[src/rtl/lsu_mem_stage.sv]
// Memory-stage load/store unit: formats stores onto a valid/ready data bus,
// formats returned load data, and stalls the pipeline until the access completes or times out.
module lsu_mem_stage #(
  parameter int TIMEOUT = 255,
  parameter int CNT_W   = 8
) (
  input  logic        clk,
  input  logic        reset,
  input  logic        MemReadM,
  input  logic        MemWriteM,
  input  logic [31:0] ALUResultM,
  input  logic [31:0] WriteDataM,
  input  logic [2:0]  Func3M,
  output logic [31:0] ReadDataM,
  output logic        StallM,
  output logic        MisalignM,
  output logic        BusErrM,
  output logic        mem_req,
  output logic        mem_we,
  output logic [31:0] mem_addr,
  output logic [31:0] mem_wdata,
  output logic [3:0]  mem_be,
  input  logic        mem_ready,
  input  logic [31:0] mem_rdata
);

  typedef enum logic [1:0] {IDLE, REQ, DONE} state_t;

  state_t           state;
  logic [CNT_W-1:0] cnt;
  logic [31:0]      addr_q;
  logic [1:0]       off_q;
  logic [31:0]      wdata_q;
  logic [3:0]       be_q;
  logic             we_q;
  logic [2:0]       func3_q;
  logic [31:0]      data_q;

  logic        access;
  logic        misalign;
  logic [3:0]  be_c;
  logic [31:0] wdata_c;
  logic [31:0] load_c;
  logic [31:0] byte_word;
  logic [15:0] half_sel;
  logic        timeout_hit;

  assign access = MemReadM | MemWriteM;

  always_comb begin
    misalign = 1'b0;
    case (Func3M)
      3'b000, 3'b100: misalign = 1'b0;
      3'b001, 3'b101: misalign = ALUResultM[0];
      3'b010:         misalign = |ALUResultM[1:0];
      default:        misalign = 1'b1;
    endcase
  end

  // Store lanes are replicated so the byte enables alone pick the target bytes.
  always_comb begin
    be_c    = 4'b1111;
    wdata_c = WriteDataM;
    if (MemWriteM) begin
      case (Func3M[1:0])
        2'b00: begin
          be_c    = 4'b0001 << ALUResultM[1:0];
          wdata_c = {4{WriteDataM[7:0]}};
        end
        2'b01: begin
          be_c    = 4'b0011 << ALUResultM[1:0];
          wdata_c = {2{WriteDataM[15:0]}};
        end
        default: begin
          be_c    = 4'b1111;
          wdata_c = WriteDataM;
        end
      endcase
    end
  end

  always_comb begin
    byte_word = mem_rdata >> {off_q, 3'b000};
    half_sel  = off_q[1] ? mem_rdata[31:16] : mem_rdata[15:0];
    case (func3_q)
      3'b000:  load_c = {{24{byte_word[7]}}, byte_word[7:0]};
      3'b100:  load_c = {24'd0, byte_word[7:0]};
      3'b001:  load_c = {{16{half_sel[15]}}, half_sel};
      3'b101:  load_c = {16'd0, half_sel};
      default: load_c = mem_rdata;
    endcase
  end

  assign timeout_hit = (cnt == CNT_W'(TIMEOUT - 1));

  always_ff @(posedge clk or negedge reset) begin
    if (!reset) begin
      state   <= IDLE;
      cnt     <= '0;
      addr_q  <= '0;
      off_q   <= '0;
      wdata_q <= '0;
      be_q    <= '0;
      we_q    <= 1'b0;
      func3_q <= '0;
      data_q  <= '0;
    end else begin
      case (state)
        IDLE: begin
          if (access && !misalign) begin
            addr_q  <= {ALUResultM[31:2], 2'b00};
            off_q   <= ALUResultM[1:0];
            wdata_q <= wdata_c;
            be_q    <= be_c;
            we_q    <= MemWriteM;
            func3_q <= Func3M;
            cnt     <= '0;
            state   <= REQ;
          end
        end
        REQ: begin
          if (mem_ready) begin
            data_q <= we_q ? 32'd0 : load_c;
            state  <= DONE;
          end else if (timeout_hit) begin
            data_q <= 32'd0;
            state  <= DONE;
          end else begin
            cnt <= cnt + 1'b1;
          end
        end
        default: state <= IDLE;
      endcase
    end
  end

  // Pulse and stall outputs are gated by reset so an aborted access is silent immediately.
  assign mem_req   = (state == REQ);
  assign mem_we    = mem_req & we_q;
  assign mem_be    = mem_req ? be_q : 4'b0000;
  assign mem_addr  = addr_q;
  assign mem_wdata = wdata_q;
  assign ReadDataM = (state == DONE) ? data_q : 32'd0;
  assign StallM    = reset & (((state == IDLE) & access & ~misalign) | (state == REQ));
  assign MisalignM = reset & (state == IDLE) & access & misalign;
  assign BusErrM   = reset & (state == REQ) & ~mem_ready & timeout_hit;

endmodule
[config.mk]
export PLATFORM = sky130hd
export DESIGN_NAME = lsu_mem_stage
export DESIGN_NICKNAME = d
export VERILOG_FILES = /design/src/rtl/lsu_mem_stage.sv
export SDC_FILE = /design/constraint.sdc
export NUM_CORES = 1
export LEC_CHECK = 0
export ABC_AREA = 1
export BUFFER_PORTS_ARGS = -buffer_cell sky130_fd_sc_hd__clkbuf_2
export CAP_MARGIN = 0
export CORE_MARGIN = 4
export CORE_UTILIZATION = 50
export DETAILED_ROUTE_END_ITERATION = 6
export GPL_TIMING_DRIVEN = 0
export PLACE_DENSITY_LB_ADDON = 0.2
export SLEW_MARGIN = 5
export SYNTH_ARGS = -nofsm -noshare
export SYNTH_HDL_FRONTEND = slang
export SYNTH_SLANG_ARGS = --single-unit
[constraint.sdc]
create_clock -name clk -period 1.82 [get_ports clk]
set_clock_uncertainty 0.1 [all_clocks]
set_input_delay 0 -clock clk [delete_from_list [all_inputs] [get_ports clk]]
set_output_delay 0 -clock clk [all_outputs]
set_load 0.005 [all_outputs]
==> metrics.md, run 1 <==
| Metric | Value |
|---|---|
| Starting density of the core | `50.90%` |
| Simple-Gate Fraction of Synth Area | `27.65%` |
| DR iter-0 viols | `512` |
| Tcrit/Tclk final | `98.06%` |
| First-pass GRT wire length | `32,690 um` |
| CORE AREA | `11,370 um^2` |
| Grt ovf | `0` |
| Critical path type | `reg2out` |
| Power Density | `1233 nW/um^2` |
| Synth Area in XOR/XNOR | `0.7568%` |
| Tightest Hold Check Type | `in2async` |
| Setup TNS | `0 ns` |
| Crit-path leading delay family | `flip-flops` |
| Clk slew on worst S/H paths | `0.05 ns` |
| Multi-input logic area | `2399 um^2` |
| Run status | `finished with violations` |
| Adder-Cell Fraction of Synth Area | `0.4324%` |
| Max_cap viols | `0` |
| Synth Area in Compound Gates | `11.46%` |
| CTS sink cnt | `114` |
| Sequential cell area fraction in the yosys report | `49.30%` |
| RD Place Congestion | `0.9342` |
| FF/Latch Area | `2854 um^2` |
| Failing checks | `hold timing` |
| Syn Std Cell Area | `5787 um^2` |
| Vias/cell | `5.164` |
| Syn avg cell area | `7.307 um^2` |
| Crit path arrival time | `1.68 ns` |
| Die Area | `13,360 um^2` |
| F_max | `560.3 MHz` |
| GRT Overall Usage | `31.58%` |
| CTS Buf Count | `17` |
| Distinct cells, synth | `30` |
| Worst-margin pin slew | `1.029 ns` |
| Dpl cells | `1,143` |
| Die X | `115.6 um` |
| Ant diodes | `0` |
| Leakage | `4.976 nW` |
| Non-filler cells, final | `1,303` |
| DP HPWL | `12,790 um` |
| Mux contribution to synthesized area | `0.1730%` |
| Worst-skew pair later-pin latency | `0.41 ns` |
| Vias | `6,729` |
| FF-to-FF End | `data_q[17]` |
| YS warnings | `0` |
| R2R cell count | `8` |
| Root Driver | `clkbuf_16` |
| Fin. Hold Viols | `91` |
| Fillers | `758` |
| RSZ-0062 raised after global routing | `true` |
| Crit path buffers/inverters | `2` |
| Startpoint Class | `register` |
| Post-Route WL | `20,900 um` |
| Slew margin rel. | `31.15%` |
| Share of cells above drive strength 1 | `26.03%` |
| CTS tree | `built` |
| I/O Buffers | `206` |
| Worst path required time | `1.72 ns` |
| Maximum vdd drop | `0.8631 mV` |
| Final min period | `1.785 ns` |
| R2R Setup Slk | `0.10 ns` |
| Row Count | `39` |
| Critical path fanouts, max | `10` |
| Seq cells post-synth | `114` |
| Post-DRT Antenna Nets | `0` |
| Reg-to-reg critical path startpoint | `state[0]` |
| Synth-to-layout area growth | `55.96%` |
| Number of nets in the layout | `1,254` |
| Slowest-stage cell, CP | `dfrtp_2` |
| Vias in the first global route | `6,772` |
| Max Slew Vio Count | `0` |
| DRC | `0` |
| Initial antenna violation count | `0` |
| Pin count of the biggest net entering global routing | `93` |
| Setup crit end kind | `primary output` |
| H-Tree Depth | `4` |
| Largest family of logic cells by synthesized area | `simple AND/OR/NAND/NOR gates` |
| CTS max path bufs | `2` |
| Router iterations before antenna repair | `6` |
| CP Cell Sequence | `nor3_4 > nand3_4 > buf_6 > a21oi_2 > clkbuf_2` |
| Die height | `115.6 um` |
| Hold_buf cts | `120` |
| Slowest cell delay on critical path | `0.45 ns` |
| WHS | `-0.1369 ns` |
| Post-Synthesis Cells | `792` |
| IO Pins | `209` |
| Final setup vio count | `0` |
| Routed length per instance | `16.04 um` |
-- per-layer routing --
layer / global-route usage, % / up-vias / share of wire (%)
met5: 0 / - / 0
li1: - / 3156 / -
met3: 9.086 / 82 / 9.1
met4: 17.45 / 0 / 4.0
met1: 36.98 / 3104 / 38
met2: 52.31 / 387 / 48
-- cells in the final DEF (no fill, tap or decap), types with 2 or more instances in the layout --
cell and instances:
clkbuf_8 2, conb_1 2, o21ai_0 76, buf_4 14, or2_2 2, bufinv_16 3
ha_1 2, nor2_1 74, nand2_1 299, o22ai_1 10, o211ai_1 6, clkinvlp_4 3
nand3_1 19, dfrtp_1 113, xor2_1 5, buf_6 11, buf_12 4, clkbuf_1 12
inv_2 6, buf_2 10, dlygate4sd3_1 116, o21ai_1 7, clkbuf_2 207, nand3_4 2
clkbuf_16 17, a21oi_2 2, a21oi_1 23, clkinv_2 7, nand2_2 5, inv_1 89
-- power by group --
| group | internal (mW) | total, mW | switching (mW) | leakage, nW |
|---|---|---|---|---|
| clock network | 2.16 | 3.30 | 1.15 | 0.288 |
| logic | 1.59 | 3.86 | 2.27 | 3.25 |
| registers | 3.47 | 3.96 | 0.491 | 1.44 |
| total | 7.22 | 11.1 | 3.91 | 4.98 |
-- how the worst max path moves through the flow --
| stage | depth (start not counted) | endpoint | slack (ns) | startpoint |
|---|---|---|---|---|
| global placement | 4 | BusErrM | -1.13 | reset |
| global route | 9 | mem_wdata[1] | -0.03 | Func3M[0] |
| finish | 5 | StallM | 0.04 | state[1] |
| floorplan | 10 | data_q[25] | 0.31 | cnt[0] |
| CTS | 5 | ReadDataM[15] | 0.006 | state[0] |
| detailed placement | 6 | mem_addr[19] | 0.07 | state[1] |
-- tightest hold or removal path: stages --
cell and delay (ns):
clkbuf_8 0.11, buf_12 0.09, buf_12 0.08, buf_12 0.08, buf_12 0.09, buf_16 0.32
-- state kept, by name, summed over array words and instances (netlist names) --
register and cells:
func3_q 3, mem_addr 30, off_q 2, mem_wdata 32, data_q 32, be_q 4
cnt 8, we_q 1, state 2
-- synthesized netlist by cell type, drive strengths merged --
| library cell | n | area (um^2) |
|---|---|---|
| nand3 | 21 | 122.6 |
| o22ai | 10 | 62.56 |
| clkbuf | 17 | 63.81 |
| o31ai | 1 | 7.510 |
| buf | 23 | 163.9 |
| mux2i | 1 | 10.01 |
| nand4 | 1 | 6.260 |
| o211ai | 6 | 45.04 |
| xor2 | 5 | 43.79 |
| o21ai | 83 | 415.4 |
| inv | 96 | 360.3 |
| a21oi | 25 | 125.1 |
| nor3 | 1 | 10.01 |
| ha | 2 | 25.02 |
| and2 | 1 | 6.260 |
| conb | 1 | 3.750 |
| dfrtp | 114 | 2853 |
| nor2 | 76 | 292.8 |
| or2 | 2 | 12.51 |
| nand2 | 304 | 1144 |
| nor4 | 1 | 6.260 |
| o21a | 1 | 7.510 |
-- cell type report --
class | count | share of cell area (%)
well taps | 143 | 1.983
plain buffers | 39 | 2.870
clock inverters | 12 | 1.553
inverters | 96 | 4.034
multi-input cells | 543 | 26.58
flip-flops and latches | 114 | 31.62
clock buffers | 19 | 4.908
repair buffers | 337 | 26.45
-- kinds of logic (layout without fill, tap and decap cells) --
kind of cell               after synthesis  after routing
and+or+nand+nor                        407            407
other                                    1              2
muxes                                    1              1
buffers and inverters                  136            503
AOI/OAI and AO/OA                      126            126
DFF                                    114            114
adders and majority gates                2              2
xor gates and xnor gates                 5              5
-- per-stage QoR --
step | instance area (um^2) | power, mW | setup slack, ns | hold slack (ns) | util (%)
after global routing | 9025 | 11.80 | -0.03039 | -0.07919 | 79.38
after CTS | 8920 | 10.89 | 0.005568 | -0.1074 | 78.45
final | 9025 | 11.13 | 0.03525 | -0.1369 | 79.38
after detailed placement | 7037 | 7.270 | 0.07016 | -0.2102 | 61.89
after global placement | 7000 | 7.183 | -1.126 | 0.09351 | 61.57
after floorplan | 5791 | 5.837 | 0.3135 | -0.3956 | -
-- repair_timing --
item                                   in CTS  in global routing
buffers inserted                            5                  5
pin swaps                                   2                  3
resized for setup                           7                 31
endpoints found under the hold margin     219                 91
setup endpoints to repair                  12                 62
Power figures use the tool's default switching activity.
==> run 2, diff against run 1 <==
==> constraint.sdc (replaced) <==
create_clock -name clk -period 1.82 [get_ports clk]
set_clock_uncertainty 0.1 [all_clocks]
set_input_delay 0.364 -clock clk [delete_from_list [all_inputs] [get_ports clk]]
set_output_delay 0.364 -clock clk [all_outputs]
set_load 0.005 [all_outputs]
==> run 2 against run 1 <==
Against the previous run: the run ends with hold timing, setup timing left; total power decreased by 1.5%; sequential power about the same; combinational power shrank 4%; critical path depth is 1 higher; critical path type unchanged; critical endpoint unchanged.
==> metrics.md, run 2 (same netlist as run 1, synthesis figures left out) <==
| Metric | Value |
|---|---|
| Run status | `finished with violations` |
| Failing checks | `hold timing, setup timing` |
| Max Slew Vio Count | `0` |
| GRT Overall Usage | `26.72%` |
| DP HPWL | `12,790 um` |
| Synth-to-layout area growth | `38.57%` |
| Starting density of the core | `50.90%` |
| DRC | `0` |
| Vias in the first global route | `5,617` |
| Critical path fanouts, max | `3` |
| Number of nets in the layout | `1,147` |
| F_max | `477.1 MHz` |
| Worst-skew pair later-pin latency | `0.41 ns` |
| Final setup vio count | `39` |
| Leakage | `4.550 nW` |
| Root Driver | `clkbuf_16` |
| Crit-path leading delay family | `buffers and inverters` |
| Post-DRT Antenna Nets | `0` |
| Ant diodes | `0` |
| Sw Share | `34.78%` |
| Int Pwr | `7.153 mW` |
| Placement Cell Area | `7037 um^2` |
| CTS max path bufs | `2` |
| Pwr Total | `10.97 mW` |
| RD Place Congestion | `0.9342` |
| Crit path arrival time | `1.63 ns` |
| Cell mode on critical path | `buf_6` |
| Max_cap viols | `0` |
| I/O Buffers | `206` |
| Vias | `5,930` |
| Critical path type | `reg2out` |
| Row Count | `39` |
| Tcrit/Tclk final | `115.2%` |
| Crit path buffers/inverters | `4` |
| Slew margin rel. | `62.16%` |
| IO Pins | `209` |
| CP Cell Sequence | `buf_6 > nor2_4 > clkinvlp_4 > buf_6 > a21oi_2 > buf_2` |
| Grt ovf | `0` |
| DR iter-0 viols | `415` |
| WHS | `-0.1017 ns` |
| H-Tree Depth | `4` |
| CTS sink cnt | `114` |
| Post-layout instance area | `8019 um^2` |
| Die height | `115.6 um` |
| Die X | `115.6 um` |
| Router iterations before antenna repair | `5` |
| First-pass GRT wire length | `27,420 um` |
| PnR worst setup slack | `-0.2759 ns` |
| Tightest Hold Check Type | `in2async` |
| CORE AREA | `11,370 um^2` |
| Share of cells above drive strength 1 | `30.77%` |
| Final min period | `2.096 ns` |
| Startpoint Class | `register` |
| Pin count of the biggest net entering global routing | `93` |
| Maximum vdd drop | `0.8779 mV` |
| CTS Buf Count | `17` |
| Power Density | `1368 nW/um^2` |
| RSZ-0062 raised after global routing | `true` |
| Reg power frac | `35.9%` |
| Post-Route WL | `17,740 um` |
| Gate power share | `33.8%` |
| Clock network power share | `30.3%` |
| Fin. Hold Viols | `91` |
| Slowest cell delay on critical path | `0.44 ns` |
| Worst-margin pin slew | `0.5675 ns` |
| Clk slew on worst S/H paths | `0.05 ns` |
| Initial antenna violation count | `0` |
| Die Area | `13,360 um^2` |
| CTS tree | `built` |
| Routed length per instance | `14.83 um` |
| Most frequent cells in the layout | `nand2_1, clkbuf_2, dfrtp_1` |
| Slowest-stage cell, CP | `dfrtp_2` |
| Switching power | `3.814 mW` |
| Vias/cell | `4.958` |
| Setup crit end kind | `primary output` |
| Fillers | `1,000` |
| Commonest non-fill, non-tap cell in the layout | `nand2_1` |
| Worst path required time | `1.36 ns` |
| Setup WS pre-CTS | `-0.2887 ns` |
run 2: cell count changes in the layout (fill, tap and decap cells not counted), moves of 4 or more:
cell	delta
nor2_2	+7
clkbuf_2	-8
o21ai_1	+9
o21ai_0	-9
nor2_1	-7
dlygate4sd3_1	-115
buf_2	+4
buf_4	+7
run 2: worst reg2reg max path, cell delays in order, from the launching register on:
cell and delay [ns]:
dfrtp_1 0.39, inv_2 0.07, ha_2 0.16, nand2_1 0.05, nor2_1 0.10, nand2_1 0.09, buf_4 0.17, nand2_4 0.07
nand2_4 0.07, inv_6 0.08, buf_4 0.11, buf_6 0.11, o21ai_1 0.07
run 2: metrics by stage:
stage	hold slack [ns]	TNS, ns	util [%]	instances
2_1_floorplan	-0.03159	0	-	793
3_3_place_gp	0.3629	-162.75	61.57	1142
3_5_place_dp	0.1538	-0.6964	61.89	1143
4_1_cts	-0.2785	-5.166	68.52	1185
5_1_grt	-0.04229	-7.937	70.53	1196
6_report	-0.1017	-5.145	70.53	1196
run 2: path summary, 6_finish.rpt:
check	from	end	slack [ns]	depth (start not counted)
max in group asynchronous	reset	state[1]	0.93	4
worst min register to register	mem_addr[31]	mem_addr[31]	0.38	2
worst max-delay path	state[1]	StallM	-0.28	6
worst max register to register	cnt[0]	data_q[14]	0.07	12
worst min-delay path	reset	cnt[4]	-0.10	2
min in group clk	ALUResultM[3]	mem_addr[3]	0.03	3
run 2: layout make-up:
type,count,area (um^2),area share [%]
plain buffers,39,292.8,3.651
well taps,143,178.9,2.231
clock buffers,19,442.9,5.523
repair buffers,230,1303,16.24
inverters,96,369.1,4.603
multi-input cells,543,2439,30.41
flip-flops and latches,114,2854,35.59
clock inverters,12,140.1,1.748
run 2: repair_timing:
action,in CTS,in global routing
endpoints found under the hold margin,23,23
gates resized for setup,27,60
cloned,0,2
pin swaps,4,7
setup buffers,12,8
setup endpoints to repair,38,78
run 2: power groups by stage:
stage	logic [mW]	clock network, mW	registers [mW]
finish	3.71	3.32	3.94
global route	4.18	3.47	4.04
CTS	3.51	3.33	3.93
detailed placement	3.34	0	3.93
global placement	3.25	0	3.93
floorplan	1.91	0	3.93
run 2: layer usage:
layer	share of wire, %	up-vias	track usage, %	routed length (um)
met1	42	2743	33.65	7411
met5	0	-	0	0
met3	8.4	22	8.773	1495
li1	-	2937	-	-
met4	1.4	0	8.529	254
met2	48	228	43.83	8573
==> run 3, diff against run 2 <==
==> constraint.sdc (replaced) <==
create_clock -name clk -period 1.82 [get_ports clk]
set_clock_uncertainty 0.1 [all_clocks]
set_input_delay 0.182 -clock clk [delete_from_list [all_inputs] [get_ports clk]]
set_output_delay 0.182 -clock clk [all_outputs]
set_load 0.005 [all_outputs]
==> run 3 against run 2 <==
Against the previous run: the run still ends with hold timing, setup timing left; clock-buffer cell count stayed put; maximum frequency up 9.4%; highest routed layer unchanged; total power grew 0.58%; combinational power rose by 2%; non-clock buffer count rose by 50; clock power about the same; first-iteration DRC count fell by 16%; largest cell class unchanged; worst setup slack gained 0.18 ns; largest power group unchanged.
==> metrics.md, run 3 (same netlist as run 1, synthesis figures left out) <==
| Metric | Value |
|---|---|
| PnR worst setup slack | `-0.09624 ns` |
| Setup TNS | `-0.5420 ns` |
| Router iterations before antenna repair | `4` |
| CORE AREA | `11,370 um^2` |
| Slew margin rel. | `64.60%` |
| F_max | `521.9 MHz` |
| Max_cap viols | `0` |
| First-pass GRT wire length | `29,490 um` |
| Critical Path Sink | `StallM` |
| Critical path type | `reg2out` |
| Maximum vdd drop | `0.8253 mV` |
| Reg-to-reg critical path startpoint | `state[1]` |
| Die X | `115.6 um` |
| Row Count | `39` |
| Tightest Hold Check Type | `in2async` |
| Int Pwr | `7.193 mW` |
| Starting density of the core | `50.90%` |
| H-Tree Depth | `4` |
| CTS Buf Count | `17` |
| Share of cells above drive strength 1 | `28.74%` |
| Fin. Hold Viols | `91` |
| Max Slew Vio Count | `0` |
| Commonest non-fill, non-tap cell in the layout | `nand2_1` |
| Die height | `115.6 um` |
| Multi-input logic area | `2417 um^2` |
| Grt ovf | `0` |
| Worst path required time | `1.54 ns` |
| Critical path fanouts, max | `3` |
| Power Density | `1298 nW/um^2` |
| Number of nets in the layout | `1,197` |
| Leakage | `4.753 nW` |
| Setup crit end kind | `primary output` |
| Die Area | `13,360 um^2` |
| Clock network power share | `30.0%` |
| I/O Buffers | `206` |
| Routed length per instance | `15.27 um` |
| Setup WS pre-CTS | `-0.01599 ns` |
| RSZ-0062 raised after global routing | `true` |
| Pin count of the biggest net entering global routing | `93` |
| Switching power | `3.836 mW` |
| DRC | `0` |
| Final setup vio count | `9` |
| Startpoint Class | `register` |
| Gate power share | `34.2%` |
| Clk slew on worst S/H paths | `0.05 ns` |
| Root Driver | `clkbuf_16` |
| RD Place Congestion | `0.9342` |
| FF/Latch Area | `2854 um^2` |
| FF-to-FF End | `data_q[7]` |
| Failing checks | `hold timing, setup timing` |
| Synth-to-layout area growth | `46.88%` |
| CTS tree | `built` |
| Worst-skew pair later-pin latency | `0.41 ns` |
| GRT Overall Usage | `28.63%` |
| Placement Cell Area | `7037 um^2` |
| Final min period | `1.916 ns` |
| Pwr Total | `11.03 mW` |
| Vias | `6,208` |
| DR iter-0 viols | `350` |
| IO Pins | `209` |
| Tcrit/Tclk final | `105.3%` |
| Run status | `finished with violations` |
| Vias/cell | `4.978` |
| CP Cell Sequence | `buf_6 > nor2_4 > clkinvlp_4 > buf_6 > a21oi_2 > buf_2` |
| Crit path launch | `state[1]` |
| Crit path buffers/inverters | `4` |
| Slowest-stage cell, CP | `dfrtp_2` |
| Cell mode on critical path | `buf_6` |
| Most frequent cells in the layout | `nand2_1, clkbuf_2, dfrtp_1` |
| Crit-path leading delay family | `buffers and inverters` |
| Post-layout instance area | `8499 um^2` |
| Finished Core Util | `74.76%` |
| CTS sink cnt | `114` |
| Post-Route WL | `19,040 um` |
| R2R cell count | `10` |
| Crit path arrival time | `1.63 ns` |
| Reg power frac | `35.8%` |
| CTS max path bufs | `2` |
| Vias in the first global route | `6,072` |
| Worst-margin pin slew | `0.5310 ns` |
| Slowest cell delay on critical path | `0.45 ns` |
| WHS | `-0.09465 ns` |
| R2R Setup Slk | `-0.01 ns` |
| DP HPWL | `12,790 um` |
| Post-DRT Antenna Nets | `0` |
| Fillers | `866` |
| WP depth | `6` |
| Sw Share | `34.78%` |
| Initial antenna violation count | `1` |
-- run 3: cell type report --
type                            instances  share of cell area (%)
Antenna cell                            1                 0.02944
Buffer                                 39                   3.312
Clock buffer                           19                   5.211
Clock inverter                         12                   1.649
Inverter                               96                   4.343
Multi-Input combinational cell        543                   28.44
Sequential cell                       114                   33.58
Tap cell                              143                   2.105
Timing Repair Buffer                  280                   21.33
-- run 3: tightest hold or removal path: stages --
cell and delay, ns:
clkbuf_8 0.12, buf_12 0.09, buf_12 0.11, buf_16 0.33
-- run 3: repair_timing --
item,4_1_cts,5_1_grt
endpoints found under the setup margin,38,69
pin swaps,4,5
resized for setup,22,54
hold buffers,52,5
buffers inserted,12,2
endpoints found under the hold margin,166,114
cloned,0,2
-- run 3: stage by stage --
step / cells / hold slack [ns]
floorplan: 793 / -0.2136
finish: 1247 / -0.09465
global placement: 1142 / 0.2755
global route: 1247 / -0.04326
CTS: 1237 / -0.4605
detailed placement: 1143 / -0.02820
-- run 3: worst min path at each step --
stage | slack (ns) | cells after the start | to | start
after floorplan | -0.21 | 0 | be_q[0] | reset
after global placement | 0.28 | 3 | mem_addr[6] | ALUResultM[6]
after detailed placement | -0.03 | 1 | cnt[5] | reset
after CTS | -0.46 | 1 | cnt[7] | reset
after global routing | -0.04 | 4 | cnt[4] | reset
final | -0.09 | 4 | cnt[4] | reset
-- run 3: power groups by stage --
stage          Sequential [mW]  Combinational (mW)  Clock [mW]
2_1_floorplan             3.93                1.91           0
3_3_place_gp              3.93                3.25           0
3_5_place_dp              3.93                3.34           0
4_1_cts                   3.93                3.58        3.33
5_1_grt                   4.04                4.25        3.46
6_report                  3.95                3.77        3.31
-- run 3: per-layer routing --
metal | vias up | part of all wire, % | global-route usage, %
met3 | 29 | 8.3 | 7.520
met4 | 0 | 1.9 | 12.68
li1 | 3039 | - | -
met2 | 275 | 50 | 47.69
met1 | 2865 | 40 | 35.13
met5 | - | 0 | 0
